--- config.mk ---
export PLATFORM = sky130hd
export DESIGN_NAME = reg_file_host
export DESIGN_NICKNAME = d
export VERILOG_FILES = /design/src/rtl/reg_file_host.sv
export SDC_FILE = /design/constraint.sdc
export NUM_CORES = 1
export LEC_CHECK = 0
export CAP_MARGIN = 15
export CORE_UTILIZATION = 30
export DETAILED_ROUTE_END_ITERATION = 8
export GPL_TIMING_DRIVEN = 0
export PLACE_DENSITY = 0.51
export REMOVE_ABC_BUFFERS = 1
export SYNTH_ARGS = -nofsm -noshare
export SYNTH_HDL_FRONTEND = slang
export SYNTH_SLANG_ARGS = --single-unit
--- constraint.sdc ---
create_clock -name clk -period 1.5 [get_ports clk]
set_input_delay 0.3 -clock clk [delete_from_list [all_inputs] [get_ports clk]]
set_output_delay 0.3 -clock clk [all_outputs]
set_load 0.1 [all_outputs]
--- src/rtl/reg_file_host.sv ---
// Serial command front-end for a small register file: decodes framed
// serial write/read commands and streams read data back out MSB first.
//
// Ports:
//   clk, rst_n     : clock, asynchronous active-low reset
//   ser_in         : serial command bit, qualified by ser_valid
//   ser_valid      : ser_in qualifier; a bit is taken only while busy=0
//   busy           : high while the block ignores incoming command bits
//   rf_rd_addr     : register-file read address (registered)
//   rf_rd_data     : register-file read data, one cycle after rf_rd_addr
//   rf_wr_addr     : register-file write address (registered)
//   rf_wr_data     : register-file write data (registered)
//   rf_wr_en       : one-cycle register-file write strobe
//   ser_out        : serial read-back bit, 0 while ser_out_valid=0
//   ser_out_valid  : qualifies ser_out
module reg_file_host #(
   parameter int ADDR_W = 3,
   parameter int DATA_W = 8
) (
   input  logic              clk,
   input  logic              rst_n,
   input  logic              ser_in,
   input  logic              ser_valid,
   output logic              busy,
   output logic [ADDR_W-1:0] rf_rd_addr,
   input  logic [DATA_W-1:0] rf_rd_data,
   output logic [ADDR_W-1:0] rf_wr_addr,
   output logic [DATA_W-1:0] rf_wr_data,
   output logic              rf_wr_en,
   output logic              ser_out,
   output logic              ser_out_valid
);

   localparam int MAXW = (ADDR_W > DATA_W) ? ADDR_W : DATA_W;
   localparam int CW   = $clog2(MAXW) + 1;

   localparam logic [CW-1:0] A_LAST = CW'(ADDR_W - 1);
   localparam logic [CW-1:0] D_LAST = CW'(DATA_W - 1);

   typedef enum logic [2:0] {
      S_IDLE,
      S_ADDR,
      S_DATA,
      S_WRITE,
      S_RD_ADDR,
      S_RD_WAIT,
      S_SHIFT
   } state_t;

   state_t state;
   state_t state_nxt;

   logic              op;
   logic [CW-1:0]     cnt;
   logic [ADDR_W-1:0] addr_sr;
   logic [DATA_W-1:0] data_sr;
   logic [DATA_W-1:0] out_sr;

   logic              accept;
   logic [ADDR_W-1:0] addr_nxt;
   logic [DATA_W-1:0] data_nxt;

   assign accept   = ser_valid & ~busy;
   assign addr_nxt = (addr_sr << 1) | ADDR_W'(ser_in);
   assign data_nxt = (data_sr << 1) | DATA_W'(ser_in);

   // State register
   always_ff @(posedge clk or negedge rst_n) begin
      if (!rst_n) begin
         state <= S_IDLE;
      end else begin
         state <= state_nxt;
      end
   end

   // Next-state logic
   always_comb begin
      state_nxt = state;
      unique case (state)
         S_IDLE: begin
            if (accept) state_nxt = S_ADDR;
         end
         S_ADDR: begin
            if (accept && cnt == A_LAST)
               state_nxt = op ? S_DATA : S_RD_ADDR;
         end
         S_DATA: begin
            if (accept && cnt == D_LAST)
               state_nxt = S_WRITE;
         end
         S_WRITE:   state_nxt = S_IDLE;
         S_RD_ADDR: state_nxt = S_RD_WAIT;
         S_RD_WAIT: state_nxt = S_SHIFT;
         S_SHIFT: begin
            if (cnt == D_LAST) state_nxt = S_IDLE;
         end
         default:   state_nxt = S_IDLE;
      endcase
   end

   // Outputs decoded from the state register only
   always_comb begin
      busy          = 1'b0;
      rf_wr_en      = 1'b0;
      ser_out_valid = 1'b0;
      ser_out       = 1'b0;
      unique case (state)
         S_IDLE, S_ADDR, S_DATA: busy = 1'b0;
         S_WRITE: begin
            busy     = 1'b1;
            rf_wr_en = 1'b1;
         end
         S_RD_ADDR, S_RD_WAIT: busy = 1'b1;
         S_SHIFT: begin
            busy          = 1'b1;
            ser_out_valid = 1'b1;
            ser_out       = out_sr[DATA_W-1];
         end
         default: busy = 1'b0;
      endcase
   end

   // Datapath: bit counter, shift registers, register-file ports
   always_ff @(posedge clk or negedge rst_n) begin
      if (!rst_n) begin
         op         <= 1'b0;
         cnt        <= '0;
         addr_sr    <= '0;
         data_sr    <= '0;
         out_sr     <= '0;
         rf_rd_addr <= '0;
         rf_wr_addr <= '0;
         rf_wr_data <= '0;
      end else begin
         unique case (state)
            S_IDLE: begin
               if (accept) begin
                  op  <= ser_in;
                  cnt <= '0;
               end
            end
            S_ADDR: begin
               if (accept) begin
                  addr_sr <= addr_nxt;
                  if (cnt == A_LAST) begin
                     cnt <= '0;
                     // read address goes out on the same edge as the last bit
                     if (!op) rf_rd_addr <= addr_nxt;
                  end else begin
                     cnt <= cnt + CW'(1);
                  end
               end
            end
            S_DATA: begin
               if (accept) begin
                  data_sr <= data_nxt;
                  if (cnt == D_LAST) begin
                     cnt        <= '0;
                     rf_wr_addr <= addr_sr;
                     rf_wr_data <= data_nxt;
                  end else begin
                     cnt <= cnt + CW'(1);
                  end
               end
            end
            S_RD_WAIT: begin
               out_sr <= rf_rd_data;
            end
            S_SHIFT: begin
               out_sr <= out_sr << 1;
               if (cnt == D_LAST) cnt <= '0;
               else               cnt <= cnt + CW'(1);
            end
            S_WRITE, S_RD_ADDR: begin
               cnt <= '0;
            end
            default: begin
               cnt <= '0;
            end
         endcase
      end
   end

endmodule

### After elaboration in Yosys (flattened, before gate mapping)

Cells that the tools add are included.

* $add $sub $neg: 1
* equality and inequality tests: 14
* muxes and demuxes: 17
* bitwise operators: 6
* reductions and logical operators: 12

Operators with widths (number)
* 2-to-1 mux 4 bit: 5
* one-hot mux 4 bit (5 select lines): 1
* one-hot mux 3 bit (6 select lines): 1
* one-hot mux 8 bit (2 select lines): 1
* 2-to-1 mux 3 bit: 5
* != test 2 bit (second input constant): 6
* AND reduction 4 bit: 3
* == test 3 bit (second input constant): 3
* OR 8 x 1 -> 8 bit: 1
* == test 3 x 2 -> 1 bit (second input constant): 2
* AND reduction 2 bit: 3
* adder 4 x 1 -> 4 bit (second input constant): 1
* == test 4 x 2 -> 1 bit (second input constant): 1
* == test 4 x 3 -> 1 bit (second input constant): 1
* 2-to-1 mux 1 bit: 4
* OR reduction 4 bit: 1
* == test 3 x 1 -> 1 bit (second input constant): 1
* logical NOT 3 bit: 1
* inverter 1 bit: 3
* OR 3 x 1 -> 3 bit: 1
* AND reduction 3 bit: 1
* logical AND 1 bit: 2
* nonzero test 2 bit: 1
* AND 1 bit: 1

* bits in registers: 40
* output and inout port bits: 18

### Longest topological paths before layout

* depth after elaboration: 8
* gate-level depth with buffers: 6
* depth with buffers taken out: 6

### Least setup slack after synthesis

OpenSTA, ideal clock, no wires.

* path type: register to output
* start point: reg state[0]
* end point: out ser_out
* arrival: 2.850 ns
* data required time: 1.200 ns
* slack: -1.650 ns
* cell stages (with the launch flop): 5
* path buffers: 1
* cells stage by stage: dfrtp_1 > nand2b_1 > buf_2 > nor2_1 > and2_1

* longest elaborated chain between the ends: 2

RTL lines
* start, declared: RTL line 50 `state_t state;`
* start signal, assigned: RTL line 72 `state <= state_nxt;`
* == test 3 bit: RTL line 107 `unique case (state)`
* 2-to-1 mux 1 bit: RTL line 107
* end, declared: RTL line 30 `output logic ser_out,`

Every way passes these cells.

### Worst setup path in the final report

Same ends and word-level chain as after synthesis.

==> metrics.csv <==
metric;value;unit
num_antenna_cells;0;
syn_to_final_growth;48.44;%
clockBufferDepth;2;
cp_num_buf_inv;1;
synth_cell_types;34;
arrival;1.39;ns
via_per_inst;5.103;
post-synth-top-count-cell;dfrtp_1;
grt_max_degree;26;
cts.clk_slew.worst_paths;0.08;ns
hold_ws;0.4427;ns
report.final.slew_viol_count;0;
finClkSkew;0.006823;ns
dp_hpwl;2597;µm
synth_edf_count;0;
dieWidth;83.84;µm
gr-usage-all-layers;14.99;%
cap_violations;0;
worst_pin_slew;0.4943;ns
cp.required;1.20;ns
layout-drive-gt1-share;51.44;%
vias;1633;
ys_ff_latch;40;
design_area;2983;µm²
die-area;7029;µm²
placed_cells;278;
place_area;2341;µm²
grt_pass1_wl;8190;µm
synthTopCellsByCount;dfrtp_1, mux2_2, nor2_1;
wire_per_inst;15.87;µm
finalWorstSetupSlack;-0.1862;ns
p_leak;1.358;nW
hold_class;in2async;
pin_count;30;
core_area;6422;µm²
dr.pass1.iters;7;
synth_ff_type;dfrtp_1;
cts_buffers;5;
final_antenna_net_count;0;
power.total;5.906;mW
p_per_area;1980;nW/µm²
synth_area_leader_cell;dfrtp_1;
vdd_drop_max;0.0007594;V
period_needed;1.686;ns
seqPwrFrac;29.8;%
fin_tns_setup;-3.361;ns
antenna_found_initial;0;
gp_congestion;0.7066;
globalRouteOverflowTotal;0;
syn_area;2009;µm²
start_kind;flip-flop;
grt_pass1_vias;1591;
seq_area_frac_synth;49.81;%
yosys-top-cells-area;dfrtp_1, mux2_2, mux2_4;
die_y;83.84;µm
drcViolationCount;1;
clockRootBuffer;clkbuf_8;
period_share;112.4;%
fmax;0.5931;GHz
critical_path_class;reg2out;
pwr-share-comb;57.0;%
cp_top_family;flip-flops;
core.rowCount;29;
clock_latency;0.30;ns
p_sw;2.568;mW
stdcell_count;320;
violations;DRC, setup timing;
finalHoldViolCount;0;
drtIter0Drc;67;
layout.nets;256;
port_buffers;29;
rsz0062_at_grt;true;
wl;5077;µm
endpoint_kind;primary output;
syn_avg_cell_area;11.04;µm²
finalSetupViolCount;29;
cpMaxStageDelayCell;dfrtp_4;
yosysWarnings;0;
crit_path_cell_trace;nand2b_4 > nor2_4 > and2_4 > buf_12;
p_clk_share;13.2;%
h-tree-depth;2;
p_sw_share;43.48;%
synthArstFlopShare;100.0;%
start_util;31.29;%
slowest_delay;0.49;ns
synthCells;182;
yosysTopAreaCellShare;49.81;%
cts_tree;built;
slew_headroom;67.28;%
status;finished with violations;
cts.sinks;40;
path_max_fanout;2;
internal-power;3.338;mW
## registers in the layout, indices dropped and copies added, names as in the netlist, 3 cells and up
name / flops
rf_wr_addr: 3
state: 3
rf_rd_addr: 3
data_sr: 7
cnt: 4
out_sr: 8
rf_wr_data: 8
addr_sr: 3
## per-layer routing
layer  up-vias  wire (µm)  track usage, %
li1        768          -               -
met1       811       2313           19.34
met2        38       2484           24.22
met3        16        155           3.165
met4         0        123           6.583
met5         -          0               0
## logic make-up after synthesis
logic type	after synthesis	share of synthesized area [%]
and+or+nand+nor	47	13.08
DFF	40	49.81
AOI/OAI and AO/OA	47	14.63
muxes	25	15.88
adders and majority gates	2	1.245
buffers and inverters	21	5.354
## path summary, 6_finish.rpt
kind	startpoint	endpoint	slack, ns	depth (start not counted)
max	state[0]	ser_out	-0.19	4
max reg2reg	cnt[0]	rf_wr_data[0]	-0.18	7
min	rst_n	rf_wr_data[6]	0.44	2
min reg2reg	addr_sr[2]	rf_wr_addr[2]	0.51	1
min in group clk	addr_sr[2]	rf_wr_addr[2]	0.51	1
max in group asynchronous	rst_n	state[0]	0.58	3
## final cells by class
type	instances	area, µm²
repair buffers	64	619.3
fillers	606	3440
multi-input cells	121	1112
flip-flops and latches	40	1012
clock inverters	2	15.01
clock buffers	6	82.58
inverters	10	45.04
well taps	77	96.34
## layout by cell type (no fill, tap or decap), types with 8 or more instances in the layout
cell type / instances
buf_6: 9
a21oi_1: 9
mux2_4: 19
nand2b_1: 8
dfrtp_1: 37
nor2_1: 8
o22ai_1: 8
buf_4: 20
buf_2: 15
a31oi_1: 8
clkdlybuf4s50_1: 10
## power groups by stage
stage / Clock (mW) / Combinational [mW] / Sequential (mW)
after floorplan: 0 / 1.32 / 1.98
after global placement: 0 / 1.84 / 1.94
after detailed placement: 0 / 1.86 / 1.96
after CTS: 0.802 / 2.82 / 1.76
after global routing: 0.846 / 3.57 / 1.81
final: 0.777 / 3.37 / 1.76
## repair_timing
| action | CTS | global route |
|---|---|---|
| pin swaps | 3 | 7 |
| resized for setup | 148 | 31 |
| hold buffers | 1 | 0 |
| gates cloned | 1 | 0 |
| setup buffers | 23 | 10 |
| hold endpoints to repair | 15 | 0 |
| setup endpoints to repair | 58 | 42 |
## stage by stage
step           worst slack (ns)  util (%)
3_5_place_dp             -1.630     36.45
6_report                -0.1862     46.44
5_1_grt                 -0.2498     46.44
2_1_floorplan            -2.149         -
4_1_cts                 -0.1741     43.37
3_3_place_gp             -1.636     36.22
No activity file was read; power rests on OpenSTA's default activity.
